<file path="src/rtl/mix_add_round_pkg.sv">
// Shared types and GF(2^8) helpers for the MixColumns + AddRoundKey round block.
package mix_add_round_pkg;

  typedef enum logic [1:0] {
    IDLE = 2'd0,
    BUSY = 2'd1,
    DONE = 2'd2
  } fsm_e;

  // Index 0 is the most significant word, so column c maps straight to element c.
  typedef logic [0:3][31:0] aes_state_t;

  localparam logic [7:0] GF_POLY = 8'h1B;

  function automatic logic [7:0] xtime(input logic [7:0] b);
    return {b[6:0], 1'b0} ^ (b[7] ? GF_POLY : 8'h00);
  endfunction

endpackage

</file>
<file path="src/rtl/mix_add_round_mixcol.sv">
// Single-column MixColumns, purely combinational; row 0 byte sits in the column MSB.
module mix_add_round_mixcol
  import mix_add_round_pkg::*;
(
  input  logic [31:0] i_col,
  output logic [31:0] o_col
);

  logic [7:0] w_b0, w_b1, w_b2, w_b3;
  logic [7:0] w_x0, w_x1, w_x2, w_x3;

  assign {w_b0, w_b1, w_b2, w_b3} = i_col;

  assign w_x0 = xtime(w_b0);
  assign w_x1 = xtime(w_b1);
  assign w_x2 = xtime(w_b2);
  assign w_x3 = xtime(w_b3);

  // 03*b is xtime(b)^b
  assign o_col[31:24] = w_x0 ^ (w_x1 ^ w_b1) ^ w_b2 ^ w_b3;
  assign o_col[23:16] = w_b0 ^ w_x1 ^ (w_x2 ^ w_b2) ^ w_b3;
  assign o_col[15:8]  = w_b0 ^ w_b1 ^ w_x2 ^ (w_x3 ^ w_b3);
  assign o_col[7:0]   = (w_x0 ^ w_b0) ^ w_b1 ^ w_b2 ^ w_x3;

endmodule

</file>
<file path="src/rtl/mix_add_round.sv">
// AES round tail: MixColumns (skipped on the last round) then AddRoundKey,
// COLS_PER_CYCLE columns per BUSY cycle, one block in flight, held in DONE until taken.
module mix_add_round
  import mix_add_round_pkg::*;
#(
  parameter int COLS_PER_CYCLE = 1
) (
  input  logic         clk,
  input  logic         rst_n,
  input  logic         in_valid,
  output logic         in_ready,
  input  logic [127:0] in_state,
  input  logic [127:0] in_key,
  input  logic         in_last,
  output logic         out_valid,
  input  logic         out_ready,
  output logic [127:0] out_state
);

  if (COLS_PER_CYCLE != 1 && COLS_PER_CYCLE != 2 && COLS_PER_CYCLE != 4) begin : g_bad_cols
    $error("mix_add_round: COLS_PER_CYCLE must be 1, 2 or 4");
  end

  localparam logic [1:0] STEP     = 2'(COLS_PER_CYCLE);
  localparam logic [1:0] LAST_CNT = 2'(4 - COLS_PER_CYCLE);

  fsm_e       r_fsm;
  fsm_e       w_fsm_nxt;
  logic [1:0] r_cnt;
  aes_state_t r_state;
  aes_state_t r_key;
  aes_state_t r_result;
  logic       r_last;

  logic [1:0]  w_idx [COLS_PER_CYCLE];
  logic [31:0] w_mix [COLS_PER_CYCLE];
  logic [31:0] w_res [COLS_PER_CYCLE];

  for (genvar g = 0; g < COLS_PER_CYCLE; g++) begin : g_col
    // Counter is always a multiple of the step, so this never wraps past column 3.
    assign w_idx[g] = r_cnt + 2'(g);

    mix_add_round_mixcol u_mixcol (
      .i_col (r_state[w_idx[g]]),
      .o_col (w_mix[g])
    );

    assign w_res[g] = (r_last ? r_state[w_idx[g]] : w_mix[g]) ^ r_key[w_idx[g]];
  end

  always_comb begin
    w_fsm_nxt = r_fsm;
    case (r_fsm)
      IDLE:    if (in_valid)           w_fsm_nxt = BUSY;
      BUSY:    if (r_cnt == LAST_CNT)  w_fsm_nxt = DONE;
      DONE:    if (out_ready)          w_fsm_nxt = IDLE;
      default:                         w_fsm_nxt = IDLE;
    endcase
  end

  always_ff @(posedge clk) begin
    if (!rst_n) r_fsm <= IDLE;
    else        r_fsm <= w_fsm_nxt;
  end

  always_ff @(posedge clk) begin
    if (!rst_n) begin
      r_cnt    <= '0;
      r_last   <= 1'b0;
      r_state  <= '0;
      r_key    <= '0;
      r_result <= '0;
    end else begin
      case (r_fsm)
        IDLE: begin
          if (in_valid) begin
            r_state <= in_state;
            r_key   <= in_key;
            r_last  <= in_last;
            r_cnt   <= '0;
          end
        end
        BUSY: begin
          for (int g = 0; g < COLS_PER_CYCLE; g++) begin
            r_result[w_idx[g]] <= w_res[g];
          end
          r_cnt <= r_cnt + STEP;
        end
        default: ;
      endcase
    end
  end

  // Outputs decode registered state only; no combinational path from the handshake inputs.
  assign in_ready  = (r_fsm == IDLE);
  assign out_valid = (r_fsm == DONE);
  assign out_state = r_result;

endmodule

</file>
<file path="config.mk">
export PLATFORM = sky130hd
export DESIGN_NAME = mix_add_round
export DESIGN_NICKNAME = d
export VERILOG_FILES = /design/src/rtl/mix_add_round_pkg.sv /design/src/rtl/mix_add_round_mixcol.sv /design/src/rtl/mix_add_round.sv
export SDC_FILE = /design/constraint.sdc
export NUM_CORES = 1
export LEC_CHECK = 0
export CAP_MARGIN = 10
export CORE_AREA = 2 2 209 170
export CTS_CLUSTER_DIAMETER = 40
export DETAILED_ROUTE_END_ITERATION = 6
export DIE_AREA = 0 0 211 172
export HOLD_SLACK_MARGIN = 0.03
export PLACE_DENSITY = 0.83
export SETUP_SLACK_MARGIN = 0.2
export SYNTH_ARGS = -nofsm -noshare
export SYNTH_HDL_FRONTEND = slang
export SYNTH_SLANG_ARGS = --single-unit
</file>
<file path="constraint.sdc">
create_clock -name clk -period 6.6 [get_ports clk]
set_input_delay 0.66 -clock clk [delete_from_list [all_inputs] [get_ports clk]]
set_output_delay 0.66 -clock clk [all_outputs]
set_load 0.05 [all_outputs]
</file>
==> impl_metrics.env, run 1 <==
export IMPL_insertion_delay_ns=0.56
export IMPL_maxSlewViolCount=0
export IMPL_p_seq_share_pct=40.5
export IMPL_rsz0062_at_grt="no"
export IMPL_drc=0
export IMPL_synth_edf_count=0
export IMPL_dp_hpwl_mm=42.6
export IMPL_slew_headroom_pct=16.7
export IMPL_synth_cells=2095
export IMPL_routed_wl_mm=59.7
export IMPL_arrival_ns=3.99
export IMPL_synth_nets=2360
export IMPL_vias=16900
export IMPL_place_area_mm2=0.0228
export IMPL_coreArea_mm2=0.0343
export IMPL_p_sw_mw=1.85
export IMPL_synth_simple_area_share_pct=20.2
export IMPL_yosys_area_top_type_share_pct=41.2
export IMPL_cts_setup_buffers=0
export IMPL_place_gp_congestion=0.872
export IMPL_wl_per_cell_um=20.9
export IMPL_crit_chain="buf_4, mux4_2, xnor3_1, or3_1, o2111ai_1, o31ai_1"
export IMPL_antenna_left=0
export IMPL_synthXorXnorAreaFrac_pct=7.03
export IMPL_synth_cell_type_count=47
export IMPL_fin_area_mm2=0.0242
export IMPL_p_total_mw=6.34
export IMPL_cts_path_max_buffers=3
export IMPL_die_w_um=211
export IMPL_cts_htree_levels=2
export IMPL_drive_above_1_share_pct=6.68
export IMPL_cts_repair_resized=0
export IMPL_synth_top_family_by_area="simple AND/OR/NAND/NOR gates"
export IMPL_netlist_area_mm2=0.0189
export IMPL_grt_pass1_wl_mm=90.8
export IMPL_p_comb_share_pct=21.0
export IMPL_max_freq_ghz=0.280
export IMPL_seq_area_frac_synth_pct=41.2
export IMPL_antenna_found_initial=4
export IMPL_drtIter0Drc=1926
export IMPL_grt_start_max_net_pins=161
export IMPL_cp_end_kind="flop"
export IMPL_max_stage_delay_ns=0.75
export IMPL_io_pins=391
export IMPL_grt_pass1_vias=16300
export IMPL_synth_compound_area_share_pct=18.0
export IMPL_clk_pin_slew_ns=0.06
export IMPL_path_max_fanout=47
export IMPL_synthTopCellsByCount="nand2_1 (649), dfxtp_1 (389), a21boi_0 (261), clkbuf_1 (148), nand3_1 (95)"
export IMPL_critPathLaunchType="flop"
export IMPL_finalCritPeriodShare_pct=54.2
export IMPL_swShare_pct=29.1
export IMPL_syn2layout_area_growth_pct=28.2
export IMPL_synthMuxAreaShare_pct=9.38
export IMPL_row_count=61
export IMPL_numPortBuffers=390
export IMPL_hold_path_class="reg2reg"
export IMPL_grt_use_total_pct=32.4
export IMPL_via_per_inst=5.93
export IMPL_synth_largest_area_cell="dfxtp_1"
export IMPL_powerDensity_mw_per_mm2=261
export IMPL_p_leak_nw=8.91
export IMPL_fin_skew_ns=0.0125
export IMPL_clockPowerShare_pct=38.5
export IMPL_hold_buffers=0
export IMPL_dieArea_mm2=0.0363
export IMPL_max_cap_violations=0
export IMPL_ys_seq_elements=389
export IMPL_dp_slack_ns=3.01
export IMPL_tightest_slew_ns=1.25
export IMPL_period_needed_ns=3.57
export IMPL_gr_total_overflow=0
export IMPL_async_flop_share_pct=0
export IMPL_dr_pass1_iters=6
export IMPL_setup_tns_ns=0
export IMPL_yosysMostFrequentCell="nand2_1"
export IMPL_synth_area_per_cell_um2=9.02
export IMPL_vdd_drop_max_mv=0.189
export IMPL_yosysWarnings=0
export IMPL_crit_required_ns=7.01
export IMPL_crit_slowest_cell="mux4_2"
export IMPL_cts_root_buf="clkbuf_16"
export IMPL_synthFlopType="dfxtp_1"
export IMPL_setup_violations=0
export IMPL_ys_top_cells_by_area="dfxtp_1 (41%), nand2_1 (13%), a21boi_0 (10%)"
export IMPL_initial_core_util_pct=55.1
export IMPL_synthAdderAreaFrac_pct=0.265
export IMPL_tritoncts="yes"
export IMPL_hold_viol=0
export IMPL_finalWorstSetupSlack_ns=3.03
export IMPL_cts_sinks=389
export IMPL_worst_setup_path_type="reg2reg"
export IMPL_internal_power_mw=4.49
export IMPL_cts_made_buffers=44
export IMPL_outcome="complete, no violations"
export IMPL_dieHeight_um=172
export IMPL_fin_nets=2639
## stage by stage
stage	utilization (%)	std cells	hold slack, ns
final	70.7	2852	0.458
after global placement	66.5	2769	0.445
after CTS	70.7	2850	0.460
after detailed placement	66.5	2769	0.447
after global routing	70.7	2852	0.482
after floorplan	-	2095	0.440
## critical path, delay by kind of cell, from the launching register on
kind                      cells  cell delay (ns)
DFF                           1             0.64
muxes                         1             0.75
buffers and inverters         1             0.69
and+or+nand+nor               1             0.39
xor gates and xnor gates      1             0.49
AOI/OAI and AO/OA             2             0.44
## cell families (layout without fill, tap and decap cells)
group                    after synthesis  after routing
AO/OA/AOI/OAI                        457            457
XOR/XNOR                              83             83
adder cells (fa/ha/maj)                4              4
buffers and inverters                176            490
flip-flops                           389            389
multiplexers                          97             97
other                                  0              2
AND/OR/NAND/NOR                      889            889
## state kept, by name, summed over array words and instances, names as in the netlist
| signal | count |
|---|---|
| out_state | 128 |
| r_state | 128 |
| r_cnt | 2 |
| r_key | 128 |
| r_fsm | 2 |
| r_last | 1 |
## metal layers
metal	vias to the layer above	GRT usage (%)	part of all wire, %
met5	-	0	0.027
met2	829	50.4	45
met3	165	6.43	9.1
met4	2	16.1	4.7
met1	8069	43.3	42
li1	7860	-	-
## power groups by stage
stage	Sequential [mW]	Clock [mW]	Combinational (mW)
3_3_place_gp	2.61	0	1.27
5_1_grt	2.58	2.56	1.41
3_5_place_dp	2.61	0	1.30
6_report	2.56	2.44	1.33
2_1_floorplan	2.70	0	0.755
4_1_cts	2.56	2.46	1.31
## layout make-up
type	count	area [um2]
diodes	2	5.00
clock buffers	60	1210
clock inverters	21	236
fillers	2524	10000
inverters	5	18.8
multi-input cells	1530	10400
flip-flops and latches	389	7800
well taps	441	552
repair buffers	404	4030
## final timing paths
| check | from | end | slack [ns] | cells after the start |
|---|---|---|---|---|
| max | r_cnt[1]$_SDFFE_PN0P_ | out_state[77]$_SDFFE_PN0P_ | 3.03 | 6 |
| min reg2reg | out_state[108]$_SDFFE_PN0P_ | out_state[108]$_SDFFE_PN0P_ | 0.46 | 2 |
| min | out_state[108]$_SDFFE_PN0P_ | out_state[108]$_SDFFE_PN0P_ | 0.46 | 2 |
| max reg2reg | r_cnt[1]$_SDFFE_PN0P_ | out_state[77]$_SDFFE_PN0P_ | 3.03 | 6 |
## cell usage in the layout, fill, tap and decap left out, types with 5 or more instances in the layout
cell type / netlist / final
a2111o_1: 5 / 5
a21boi_0: 261 / 261
a21oi_1: 5 / 5
and2_1: 10 / 10
and3_1: 6 / 6
and4_1: 5 / 5
buf_4: 7 / 13
clkbuf_1: 148 / 12
clkbuf_16: 0 / 45
clkdlybuf4s50_1: 0 / 389
clkinv_2: 0 / 5
dfxtp_1: 389 / 386
inv_1: 5 / 5
mux2i_1: 33 / 33
mux4_2: 64 / 64
nand2_1: 649 / 648
nand2b_1: 6 / 6
nand3_1: 95 / 95
nand3b_1: 11 / 11
nand4_1: 9 / 9
nor2_1: 15 / 15
nor2b_1: 6 / 6
nor3_1: 12 / 11
nor4b_1: 5 / 5
o2111ai_1: 7 / 7
o211a_1: 6 / 6
o211ai_1: 8 / 8
o21a_1: 33 / 33
o21ai_0: 33 / 33
o31ai_1: 84 / 84
or3_1: 55 / 55
xnor2_1: 14 / 14
xnor3_1: 35 / 35
xor2_1: 25 / 25
Note: power is estimated with default switching activity, not from simulation.
==> run 2, diff against run 1 <==
--- a/config.mk
+++ b/config.mk
@@ -6,12 +6,12 @@
 export NUM_CORES = 1
 export LEC_CHECK = 0
 export CAP_MARGIN = 10
-export CORE_AREA = 2 2 209 170
+export CORE_AREA = 2 2 228 185
 export CTS_CLUSTER_DIAMETER = 40
 export DETAILED_ROUTE_END_ITERATION = 6
-export DIE_AREA = 0 0 211 172
+export DIE_AREA = 0 0 230 187
 export HOLD_SLACK_MARGIN = 0.03
-export PLACE_DENSITY = 0.83
+export PLACE_DENSITY = 0.74
 export SETUP_SLACK_MARGIN = 0.2
 export SYNTH_ARGS = -nofsm -noshare
 export SYNTH_HDL_FRONTEND = slang
==> constraint.sdc (replaced) <==
create_clock -name clk -period 3 [get_ports clk]
set_input_delay 0.3 -clock clk [delete_from_list [all_inputs] [get_ports clk]]
set_output_delay 0.3 -clock clk [all_outputs]
set_load 0.05 [all_outputs]
==> run 2 against run 1 <==
Compared with the run above: register-to-register slack lost 2.8 ns; the run now ends with DRC left; largest power group is now clock; utilization shrank 9.7 points; critical path depth grew 1; worst hold slack lost 0.26 ns; combinational power grew 130%; highest routed layer unchanged; power grew 130%; largest cell class unchanged; setup slack lost 2.8 ns; clock power grew 140%; sequential cell count is the same; fmax grew 30%.
==> impl_metrics.env, run 2 (synthesized netlist as in run 1, its figures left out) <==
export IMPL_fin_cells=3016
export IMPL_maxSlewViolCount=0
export IMPL_hold_path_class="in2reg"
export IMPL_antenna_found_initial=3
export IMPL_initial_core_util_pct=46.0
export IMPL_finalCritPeriodShare_pct=91.7
export IMPL_finalWorstSetupSlack_ns=0.248
export IMPL_place_area_mm2=0.0233
export IMPL_hold_buffers=0
export IMPL_critPathLaunchType="flop"
export IMPL_final_cell_mix="nand2_1 (648), clkdlybuf4s50_1 (389), dfxtp_1 (386), a21boi_0 (261), nand3_1 (95)"
export IMPL_p_total_mw=14.6
export IMPL_violations="DRC"
export IMPL_drc=2
export IMPL_gr_total_overflow=0
export IMPL_routed_wl_mm=62.6
export IMPL_vdd_drop_max_mv=0.463
export IMPL_fin_skew_ns=0.0215
export IMPL_syn2layout_area_growth_pct=32.7
export IMPL_p_leak_nw=9.31
export IMPL_outcome="finished with violations"
export IMPL_period_needed_ns=2.75
export IMPL_cts_path_max_buffers=3
export IMPL_grt_pass1_wl_mm=95.4
export IMPL_reg2reg_from="r_cnt[1]$_SDFFE_PN0P_"
export IMPL_die_w_um=230
export IMPL_worst_setup_path_type="reg2reg"
export IMPL_grt_start_max_net_pins=223
export IMPL_crit_required_ns=3.45
export IMPL_dp_hpwl_mm=45.5
export IMPL_max_freq_ghz=0.363
export IMPL_grt_pass1_vias=16300
export IMPL_row_count=67
export IMPL_placed_cells=2912
export IMPL_antenna_left=0
export IMPL_drive_above_1_share_pct=9.05
export IMPL_clk_pin_slew_ns=0.06
export IMPL_numPortBuffers=390
export IMPL_cts_root_buf="clkbuf_16"
export IMPL_arrival_ns=3.21
export IMPL_io_pins=391
export IMPL_dr_pass1_iters=7
export IMPL_max_cap_violations=0
export IMPL_critPathLaunch="r_cnt[1]$_SDFFE_PN0P_"
export IMPL_setup_tns_ns=0
export IMPL_insertion_delay_ns=0.57
export IMPL_layout_commonest_cell="nand2_1"
export IMPL_cts_htree_levels=2
export IMPL_powerDensity_mw_per_mm2=581
export IMPL_setup_violations=0
export IMPL_cp_end_kind="flop"
export IMPL_drtIter0Drc=1657
export IMPL_tritoncts="yes"
export IMPL_via_per_inst=5.67
export IMPL_coreArea_mm2=0.0411
export IMPL_vias=17100
export IMPL_hold_start="rst_n"
export IMPL_rsz0062_at_grt="yes"
export IMPL_dieHeight_um=187
export IMPL_wl_per_cell_um=20.7
export IMPL_dieArea_mm2=0.0430
export IMPL_fin_area_mm2=0.0251
export IMPL_fin_nets=2693
export IMPL_path_max_fanout=17
export IMPL_dp_slack_ns=0.178
export IMPL_place_gp_congestion=0.893
export IMPL_cts_made_buffers=47
export IMPL_cts_sinks=389
export IMPL_slew_headroom_pct=36.6
export IMPL_tightest_slew_ns=0.948
export IMPL_grt_use_total_pct=28.4
export IMPL_hold_viol=0
==> run 2: cell count changes in the layout (fill, tap and decap cells not counted), moves of 3 or more <==
cell and change:
buf_4 +40, buf_12 +10, clkbuf_1 -7, clkbuf_16 +3
==> run 2: final cells by class <==
class	count	area (um2)
repair buffers	455	4550
diodes	1	2.50
clock buffers	58	1290
fillers	3451	16000
inverters	5	18.8
flip-flops and latches	389	7800
clock inverters	26	328
multi-input cells	1530	10400
well taps	552	691
==> run 2: worst paths after layout <==
check | slack (ns) | end | depth (start not counted)
setup / recovery | 0.25 | out_state[1]$_SDFFE_PN0P_ | 7
hold / removal | 0.20 | r_key[14]$_SDFFE_PN0P_ | 2
setup reg to reg | 0.25 | out_state[1]$_SDFFE_PN0P_ | 7
hold reg to reg | 0.46 | r_key[14]$_SDFFE_PN0P_ | 2
==> run 2: where the power goes <==
group / total, mW / switching [mW] / internal, mW / leakage, nW
Clock: 5.86 / 2.34 / 3.52 / 0.784
Sequential: 5.62 / 0.169 / 5.45 / 3.18
Combinational: 3.07 / 1.70 / 1.38 / 5.34
==> run 2: through the flow <==
| step | utilization, % | hold slack (ns) |
|---|---|---|
| floorplan | - | 0.440 |
| detailed placement | 56.7 | 0.458 |
| global route | 61.0 | 0.229 |
| CTS | 60.7 | 0.210 |
| finish | 61.0 | 0.198 |
| global placement | 56.7 | 0.450 |
==> run 2: routing by layer <==
| layer | routed length [um] | up-vias | GRT usage (%) |
|---|---|---|---|
| met3 | 5640 | 117 | 6.13 |
| met2 | 28200 | 780 | 44.7 |
| met4 | 1780 | 4 | 8.46 |
| li1 | - | 7960 | - |
| met1 | 27000 | 8231 | 39.3 |
| met5 | 26 | - | 0 |
==> run 2: worst max-delay path, stage by stage, from the launching register on <==
cell and delay [ns]:
dfxtp_4 0.37, buf_12 0.18, mux4_2 0.59, buf_4 0.19, xor2_1 0.36, xnor3_1 0.60
mux2i_1 0.17, o21a_1 0.18
==> run 2: timing repair <==
item,CTS,global route
buffers inserted,1,18
setup endpoints to repair,5,25
gates resized for setup,0,1
pin swaps,0,2
